--- config.mk ---
export PLATFORM = sky130hd
export DESIGN_NAME = px_scan_scheduler
export DESIGN_NICKNAME = d
export VERILOG_FILES = /design/src/rtl/px_scan_scheduler.sv
export SDC_FILE = /design/constraint.sdc
export NUM_CORES = 1
export LEC_CHECK = 0
export BUFFER_PORTS_ARGS = -buffer_cell sky130_fd_sc_hd__buf_4
export CORE_AREA = 2 2 90 179
export CTS_CLUSTER_DIAMETER = 150
export DETAILED_ROUTE_END_ITERATION = 8
export DIE_AREA = 0 0 92 181
export GPL_TIMING_DRIVEN = 0
export PLACE_DENSITY_LB_ADDON = 0.2
export SYNTH_ARGS = -nofsm -noshare
export SYNTH_HDL_FRONTEND = slang
export SYNTH_SLANG_ARGS = --single-unit
--- constraint.sdc ---
create_clock -name clk_px -period 3.4 [get_ports clk_px]
set_clock_uncertainty 0.15 [all_clocks]
set_input_delay 0.17 -clock clk_px [delete_from_list [all_inputs] [get_ports clk_px]]
set_output_delay 0.17 -clock clk_px [all_outputs]
set_load 0.03 [all_outputs]
--- src/rtl/px_scan_scheduler.sv ---
// rtl/px_scan_scheduler.sv - round-robin pixel oscillator/counter scan sequencer
// Settles, accumulates and samples each enabled pixel into a 2-entry output FIFO.
module px_scan_scheduler #(
    parameter int NUM_PX = 24
) (
    input  logic              clk_px,
    input  logic              clr_cntAcc,
    input  logic              start,
    input  logic              continuous,
    input  logic [NUM_PX-1:0] px_mask,
    input  logic [4:0]        settle_cycles,
    input  logic [15:0]       window_cycles,
    input  logic [31:0]       counter_val,
    output logic [4:0]        px_addr,
    output logic [NUM_PX-1:0] stop_osc,
    output logic              clr_counter,
    output logic              sample_valid,
    output logic [31:0]       sample_data,
    output logic [4:0]        sample_px,
    input  logic              sample_ready,
    output logic              busy,
    output logic              frame_done
);

    typedef enum logic [2:0] {
        S_IDLE, S_SELECT, S_SETTLE, S_ACCUM, S_FREEZE, S_LATCH, S_END
    } state_t;

    localparam logic [4:0] LAST_PX = 5'(NUM_PX - 1);

    state_t            state_q, state_d;
    logic [4:0]        px_addr_q, px_addr_d;
    logic [15:0]       cnt_q, cnt_d;
    logic [NUM_PX-1:0] stop_osc_q, stop_osc_d;
    logic              clr_counter_q, clr_counter_d;
    logic              busy_q, busy_d;
    logic              frame_done_q, frame_done_d;
    logic [31:0]       e0_data_q, e0_data_d, e1_data_q, e1_data_d;
    logic [4:0]        e0_px_q, e0_px_d, e1_px_q, e1_px_d;
    logic [1:0]        count_q, count_d;
    logic [31:0]       mask_ext;
    logic              push, pop;

    assign mask_ext = 32'(px_mask);

    always_comb begin
        state_d   = state_q;
        px_addr_d = px_addr_q;
        cnt_d     = cnt_q;
        push      = 1'b0;
        pop       = (count_q != 2'd0) && sample_ready;
        case (state_q)
            S_IDLE: begin
                if (start && (|px_mask)) begin
                    state_d   = S_SELECT;
                    px_addr_d = 5'd0;
                end
            end
            S_SELECT: begin
                if (mask_ext[px_addr_q]) begin
                    state_d = S_SETTLE;
                    cnt_d   = (settle_cycles == 5'd0) ? 16'd0 : 16'(settle_cycles - 5'd1);
                end else if (px_addr_q == LAST_PX) begin
                    state_d   = S_END;
                    px_addr_d = 5'd0;
                end else begin
                    px_addr_d = px_addr_q + 5'd1;
                end
            end
            S_SETTLE: begin
                if (cnt_q == 16'd0) begin
                    state_d = S_ACCUM;
                    cnt_d   = (window_cycles == 16'd0) ? 16'd0 : window_cycles - 16'd1;
                end else begin
                    cnt_d = cnt_q - 16'd1;
                end
            end
            S_ACCUM: begin
                if (cnt_q == 16'd0) state_d = S_FREEZE;
                else                cnt_d   = cnt_q - 16'd1;
            end
            S_FREEZE: state_d = S_LATCH;
            S_LATCH: begin
                // Fullness uses the registered count, so a same-cycle pop cannot unblock the write.
                if (count_q != 2'd2) begin
                    push = 1'b1;
                    if (px_addr_q == LAST_PX) begin
                        state_d   = S_END;
                        px_addr_d = 5'd0;
                    end else begin
                        state_d   = S_SELECT;
                        px_addr_d = px_addr_q + 5'd1;
                    end
                end
            end
            S_END: begin
                px_addr_d = 5'd0;
                state_d   = (continuous && (|px_mask)) ? S_SELECT : S_IDLE;
            end
            default: state_d = S_IDLE;
        endcase

        stop_osc_d    = (state_d == S_SETTLE || state_d == S_ACCUM) ?
                        ~(NUM_PX'(1) << px_addr_d) : '1;
        clr_counter_d = !(state_d == S_ACCUM || state_d == S_FREEZE || state_d == S_LATCH);
        busy_d        = (state_d != S_IDLE);
        frame_done_d  = (state_d == S_END);

        e0_data_d = e0_data_q;
        e0_px_d   = e0_px_q;
        e1_data_d = e1_data_q;
        e1_px_d   = e1_px_q;
        count_d   = count_q;
        case ({push, pop})
            2'b11: begin
                e0_data_d = counter_val;
                e0_px_d   = px_addr_q;
            end
            2'b10: begin
                if (count_q == 2'd0) begin
                    e0_data_d = counter_val;
                    e0_px_d   = px_addr_q;
                end else begin
                    e1_data_d = counter_val;
                    e1_px_d   = px_addr_q;
                end
                count_d = count_q + 2'd1;
            end
            2'b01: begin
                if (count_q == 2'd2) begin
                    e0_data_d = e1_data_q;
                    e0_px_d   = e1_px_q;
                end
                count_d = count_q - 2'd1;
            end
            default: ;
        endcase
    end

    always_ff @(posedge clk_px or posedge clr_cntAcc) begin
        if (clr_cntAcc) begin
            state_q       <= S_IDLE;
            px_addr_q     <= 5'd0;
            cnt_q         <= 16'd0;
            stop_osc_q    <= '1;
            clr_counter_q <= 1'b1;
            busy_q        <= 1'b0;
            frame_done_q  <= 1'b0;
            e0_data_q     <= 32'd0;
            e0_px_q       <= 5'd0;
            e1_data_q     <= 32'd0;
            e1_px_q       <= 5'd0;
            count_q       <= 2'd0;
        end else begin
            state_q       <= state_d;
            px_addr_q     <= px_addr_d;
            cnt_q         <= cnt_d;
            stop_osc_q    <= stop_osc_d;
            clr_counter_q <= clr_counter_d;
            busy_q        <= busy_d;
            frame_done_q  <= frame_done_d;
            e0_data_q     <= e0_data_d;
            e0_px_q       <= e0_px_d;
            e1_data_q     <= e1_data_d;
            e1_px_q       <= e1_px_d;
            count_q       <= count_d;
        end
    end

    assign px_addr      = px_addr_q;
    assign stop_osc     = stop_osc_q;
    assign clr_counter  = clr_counter_q;
    assign busy         = busy_q;
    assign frame_done   = frame_done_q;
    assign sample_valid = (count_q != 2'd0);
    assign sample_data  = e0_data_q;
    assign sample_px    = e0_px_q;

endmodule

# Word-level counts from Yosys, hierarchy flattened
# Index checks and enable logic that the tools add are counted.
[op_classes]
bitwise = 2
add_sub_neg = 6
n_shift = 1
n_eq_ne = 21
magnitude_cmp = 1
muxes = 32
reduce_logical = 21
[ops]
columns = ["op", "n"]
rows = [
  ["32-bit one-hot mux with 3 select lines", 1],
  ["16-bit 2-to-1 mux", 5],
  ["32-bit 2-to-1 mux", 2],
  ["16-bit one-hot mux with 3 select lines", 1],
  ["16-bit zero test", 2],
  ["16-bit by 1-bit subtractor with 16-bit output, second input constant", 2],
  ["5-bit 2-to-1 mux", 6],
  ["24-bit 2-to-1 mux", 1],
  ["24-bit NOT", 1],
  ["24-bit OR reduction", 1],
  ["1-bit by 5-bit left shift with 24-bit output, first input constant", 1],
  ["3-bit 2-to-1 mux", 7],
  ["3-bit one-hot mux with 7 select lines", 1],
  ["5-bit one-hot mux with 4 select lines", 1],
  ["3-bit == test, second input constant", 6],
  ["5-bit one-hot mux with 3 select lines", 1],
  ["3-bit by 2-bit == test with 1-bit output, second input constant", 4],
  ["2-bit != test, second input constant", 5],
  ["3-bit nonzero test", 3],
  ["2-bit == test, second input constant", 3],
  ["5-bit by 6-bit less-than comparator with 1-bit output, second input constant", 1],
  ["3-bit AND reduction", 2],
  ["5-bit by 1-bit subtractor with 6-bit output, second input constant", 1],
  ["5-bit by 1-bit adder with 5-bit output, second input constant", 1],
  ["17 further kinds", 25],
]
[totals]
wordCells = 96
out_inout_bits = 70
in_bits = 82
regBits = 127

# Depth between registers and ports, before layout
[logic_depth]
ltp_word = 8
ltp_mapped = 12
mapped_depth_nobuf = 9

# Worst setup path before layout
# No wires, ideal clock.
[synth_path]
path_type = "register to register"
startpoint = "reg px_addr_q[0] (netlist: px_addr[0])"
endpoint = "reg stop_osc_q[0] (netlist: stop_osc[0])"
path_stages_with_launch = 9
period_less_slack_ps = 2851
setup_ps = 94
path_slack_ps = 549
arrival_time_ps = 2606
path_cell_list = "dfrtp_1 > buf_6 > mux4_2 > nor2_4 > nor3_4 > nor4_2 > o221ai_2 > a211oi_4 > or4b_1"
[synth_via]
elab_chain_cells = 7
[synth_rtl]
columns = ["item", "line", "rtl"]
rows = [
  ["start: declaration", "32", "logic [4:0] px_addr_q, px_addr_d;"],
  ["start signal: assignment", "156", "px_addr_q <= px_addr_d;"],
  ["1-bit binary-select mux with 5-bit select, or another cell as far along", "60", "if (mask_ext[px_addr_q]) begin"],
  ["1-bit 2-to-1 mux (not written as such), or another cell as far along", "60", ""],
  ["3-bit 2-to-1 mux, or another cell as far along", "60", ""],
  ["3-bit one-hot mux with 7 select lines / 5-bit one-hot mux with 4 select lines (equally long branches)", "52", "case (state_q)"],
  ["3-bit by 2-bit == test with 1-bit output / 1-bit by 5-bit left shift with 24-bit output (equally long branches)", "103, 104", ""],
  ["1-bit logical OR / 24-bit NOT (equally long branches)", "103, 104", ""],
  ["24-bit 2-to-1 mux (*)", "103", "stop_osc_d = (state_d == S_SETTLE || state_d == S_ACCUM) ?"],
  ["named net stop_osc_d[0]", "34", "logic [NUM_PX-1:0] stop_osc_q, stop_osc_d;"],
  ["end signal: assignment", "158", "stop_osc_q <= stop_osc_d;"],
  ["end: declaration", "34", ""],
]
# The timed path passes the listed nets; every way through them passes the cells marked *. The select of a mux whose other input is x is not followed.
# A chain may end at the register's enable or synchronous reset.

# Worst setup path in the final report
[layout_path]
startpoint = "reg px_addr_q[1] (netlist: px_addr[1])"
endpoint = "reg stop_osc_q[2] (netlist: stop_osc[2])"
[layout_via]
elab_chain_cells = 7
[layout_rtl]
columns = ["item", "line", "rtl"]
rows = [
  ["1-bit binary-select mux with 5-bit select / 5-bit == test (equally long branches)", "60, 63, 87", ""],
  ["1-bit 2-to-1 mux (not written as such) / 5-bit 2-to-1 mux (equally long branches)", "60, 63, 87", ""],
  ["5-bit 2-to-1 mux (on tied branches)", "60, 85", ""],
  ["5-bit one-hot mux with 4 select lines (*)", "52", ""],
  ["named net px_addr_d[0]", "32", ""],
  ["1-bit by 5-bit left shift with 24-bit output (*)", "104", "~(NUM_PX'(1) << px_addr_d) : '1;"],
  ["24-bit NOT (*)", "104", ""],
  ["24-bit 2-to-1 mux (*)", "103", ""],
  ["named net stop_osc_d[2]", "34", ""],
]
# Marked as above.

==> impl_metrics.tcl <==
set metrics [dict create \
    crit_fanout 10 \
    dr_wl_met2_um 11800 \
    timing.fmax_mhz 321 \
    yosys_register_bits 127 \
    irDropWorstVdd_uv 308 \
    required_ns 3.57 \
    firstDrtPassIters 4 \
    yosysMostFrequentCell "dfrtp_1" \
    rsz0062_at_grt "no" \
    globalRouteOverflowTotal 0 \
    crit_path_end_kind "flop" \
    clkTransAtPathRegs_ns 0.06 \
    synth_area_per_cell_um2 10.0 \
    worstPathBufferInverterCount 1 \
    vias 6132 \
    drv_cap 0 \
    synthTopCellsByCount "102 x dfrtp_1, 73 x nand2_1, 62 x o21ai_0" \
    die_w_um 92 \
    comb_power_share 0.062 \
    synthTopCellsByArea "dfrtp_1 38%, dfstp_2 9.7%, mux2i_1 7.1%, mux2_2 5.8%, o21ai_0 4.6%" \
    dp.final_hpwl_um 15400 \
    antenna_found_initial 0 \
    synth_nets 765 \
    crit_path_start_kind "flop" \
    clkPwrFrac 0.486 \
    dr_wl_met3_um 704 \
    wl_um 20000 \
    initialDrtViolationCount 257 \
    synth_edf_count 0 \
    p_sw_uw 754 \
    routed.top_layer "met4" \
    synth_top_area_cell "dfrtp_1" \
    wl_met1_um 6540 \
    start_util 0.445 \
    finalPower_uw 3360 \
    cts_tree "built" \
    place_area_um2 8220 \
    antenna_cells 0 \
    status "completed" \
    cts_setup_buffers 0 \
    crit_chain "buf_2, and2_1, a22o_1, nor3_4, nor3_2, a32oi_2, nand2_1, or4b_1" \
    period_minus_slack_ns 3.12 \
    die_area_um2 16700 \
    setup_viol 0 \
    clk_path_buf_depth 2 \
    power_density_nw_per_um2 367 \
    antenna_left 0 \
    hp-class "in -> reg" \
    synth_cells 677 \
    worstMarginPinSlew_ns 1.00 \
    grt_pass1_wl_um 32200 \
    core_area_um2 15200 \
    via_per_inst 5.59 \
    die_h_um 181 \
    grtUsageTotal 0.247 \
    grt_max_degree 45 \
    internal_power_uw 2600 \
    setup-tns-final_ns 0 \
    cp_top_family "simple AND/OR/NAND/NOR gates" \
    crit_path_max_incr_delay_ns 0.55 \
    gp_congestion 0.921 \
    cts_num_sinks 127 \
    synthArstFlopShare 1.00 \
    syn2layout_area_growth_pct 35.0 \
    nets 974 \
    design_area_um2 9140 \
    critPathSlowestCell "or4b_1" \
    yosysWarnings 0 \
    post-route-period-util 0.917 \
    syn_area_um2 6770 \
    pwr-share-seq 0.451 \
    p_leak_uw 0.00399 \
    synth-main-ff-cell "dfrtp_1" \
    h-tree-depth 4 \
    yosys.cell_types.count 70 \
    hold_violations 0 \
    cts_buffers 17 \
    synth_top_area_share 0.377 \
    grt_pass1_vias 6597 \
    slew_headroom 0.327 \
    rows 64 \
    switching_share 0.225 \
    pin_count 152 \
    port_buffers 151 \
    worstPathArrival_ns 3.29 \
    post_drt_wl_per_cell_um 18.2 \
    drive_gt1_frac 0.313 \
    insertion_delay_ns 0.41 \
    drc 0 \
    root_buffer "clkbuf_16" \
    worstSetupPathType "reg -> reg" \
    maxSlewViolCount 0 \
    yosysSeqAreaShare 0.474 \
]
stage by stage:
step | utilization | setup WS (ns) | std cells | hold slack [ns]
6_report | 0.601 | 0.283 | 1097 | 0.0341
5_1_grt | 0.601 | 0.0473 | 1097 | 0.0507
4_1_cts | 0.599 | 0.0804 | 1097 | 0.0219
3_5_place_dp | 0.540 | 0.0944 | 1029 | 0.0716
3_3_place_gp | 0.536 | 0.126 | 1026 | 0.266
2_1_floorplan | - | 0.549 | 677 | 0.171
layer usage:
layer | vias to the layer above | global-route usage
met4 | 0 | 0.135
li1 | 2852 | -
met1 | 2998 | 0.222
met2 | 211 | 0.497
met3 | 71 | 0.0421
met5 | - | 0
final timing paths:
path / start / to / slack, ns / depth (start not counted)
min in group asynchronous: clr_cntAcc / sample_data[0] / 0.18 / 3
worst max register to register: px_addr[1] / stop_osc[2] / 0.28 / 8
worst min-delay path: window_cycles[0] / cnt_q[0] / 0.03 / 4
worst max-delay path: px_addr[1] / stop_osc[2] / 0.28 / 8
max in group asynchronous: clr_cntAcc / stop_osc[3] / 1.79 / 6
worst min register to register: sample_data[7] / sample_data[7] / 0.33 / 2
worst register-to-register path, cell delays in order, from the launching register on:
cell and delay [ns]:
dfrtp_1 0.45, buf_2 0.23, and2_1 0.19, a22o_1 0.26, nor3_4 0.39, nor3_2 0.15, a32oi_2 0.42, nand2_1 0.26
or4b_1 0.55
cell families (layout without fill, tap and decap cells):
kind of cell,count (synthesis),count (layout),share of synthesized area
fa+ha+maj,6,6,0.0111
buf+inv,57,279,0.0362
compound gates,145,145,0.135
xor+xnor,29,29,0.0375
simple gates,229,229,0.174
flops,127,127,0.474
mux,84,84,0.132
layout by cell type (no fill, tap or decap), types with 12 or more instances in the layout:
cell type / netlist / final
buf_4: 0 / 151
dfrtp_1: 102 / 102
nor3_1: 21 / 20
inv_1: 18 / 17
nand2_1: 73 / 73
dfstp_2: 25 / 25
clkbuf_16: 0 / 18
o21ai_0: 62 / 62
a31oi_1: 16 / 16
mux2i_1: 48 / 48
a21oi_1: 24 / 24
xnor2_1: 18 / 18
dlygate4sd3_1: 0 / 36
nand3_1: 20 / 20
nor4_1: 13 / 12
nor2_1: 40 / 40
mux2_2: 35 / 35
clkbuf_1: 26 / 23
repair_timing:
item,in CTS,in global routing
hold buffers,36,0
hold endpoints to repair,118,0
endpoints found under the setup margin,0,49
gates resized for setup,0,18
cell type report:
type	instances	area [um^2]
Fill cell	1320	6070
Buffer	36	174
Inverter	21	83.8
Timing Repair Buffer	190	1550
Sequential cell	127	3210
Clock buffer	22	465
Tap cell	198	248
Clock inverter	10	62.6
Multi-Input combinational cell	493	3350
sequential cells by signal, summed over array words and instances (netlist names), 2 cells and up:
name,count
e1_data_q,32
sample_data,32
stop_osc,24
cnt_q,16
e1_px_q,5
px_addr,5
sample_px,5
state_q,3
count_q,2
power groups by stage:
stage                     Sequential [uW]  Combinational, uW  Clock, uW
after global placement               1540                161          0
after global routing                 1510                232       1730
after detailed placement             1540                176          0
after floorplan                      1540               59.5          0
final                                1510                210       1630
after CTS                            1510                210       1660
(Power assumes the default switching activity.)
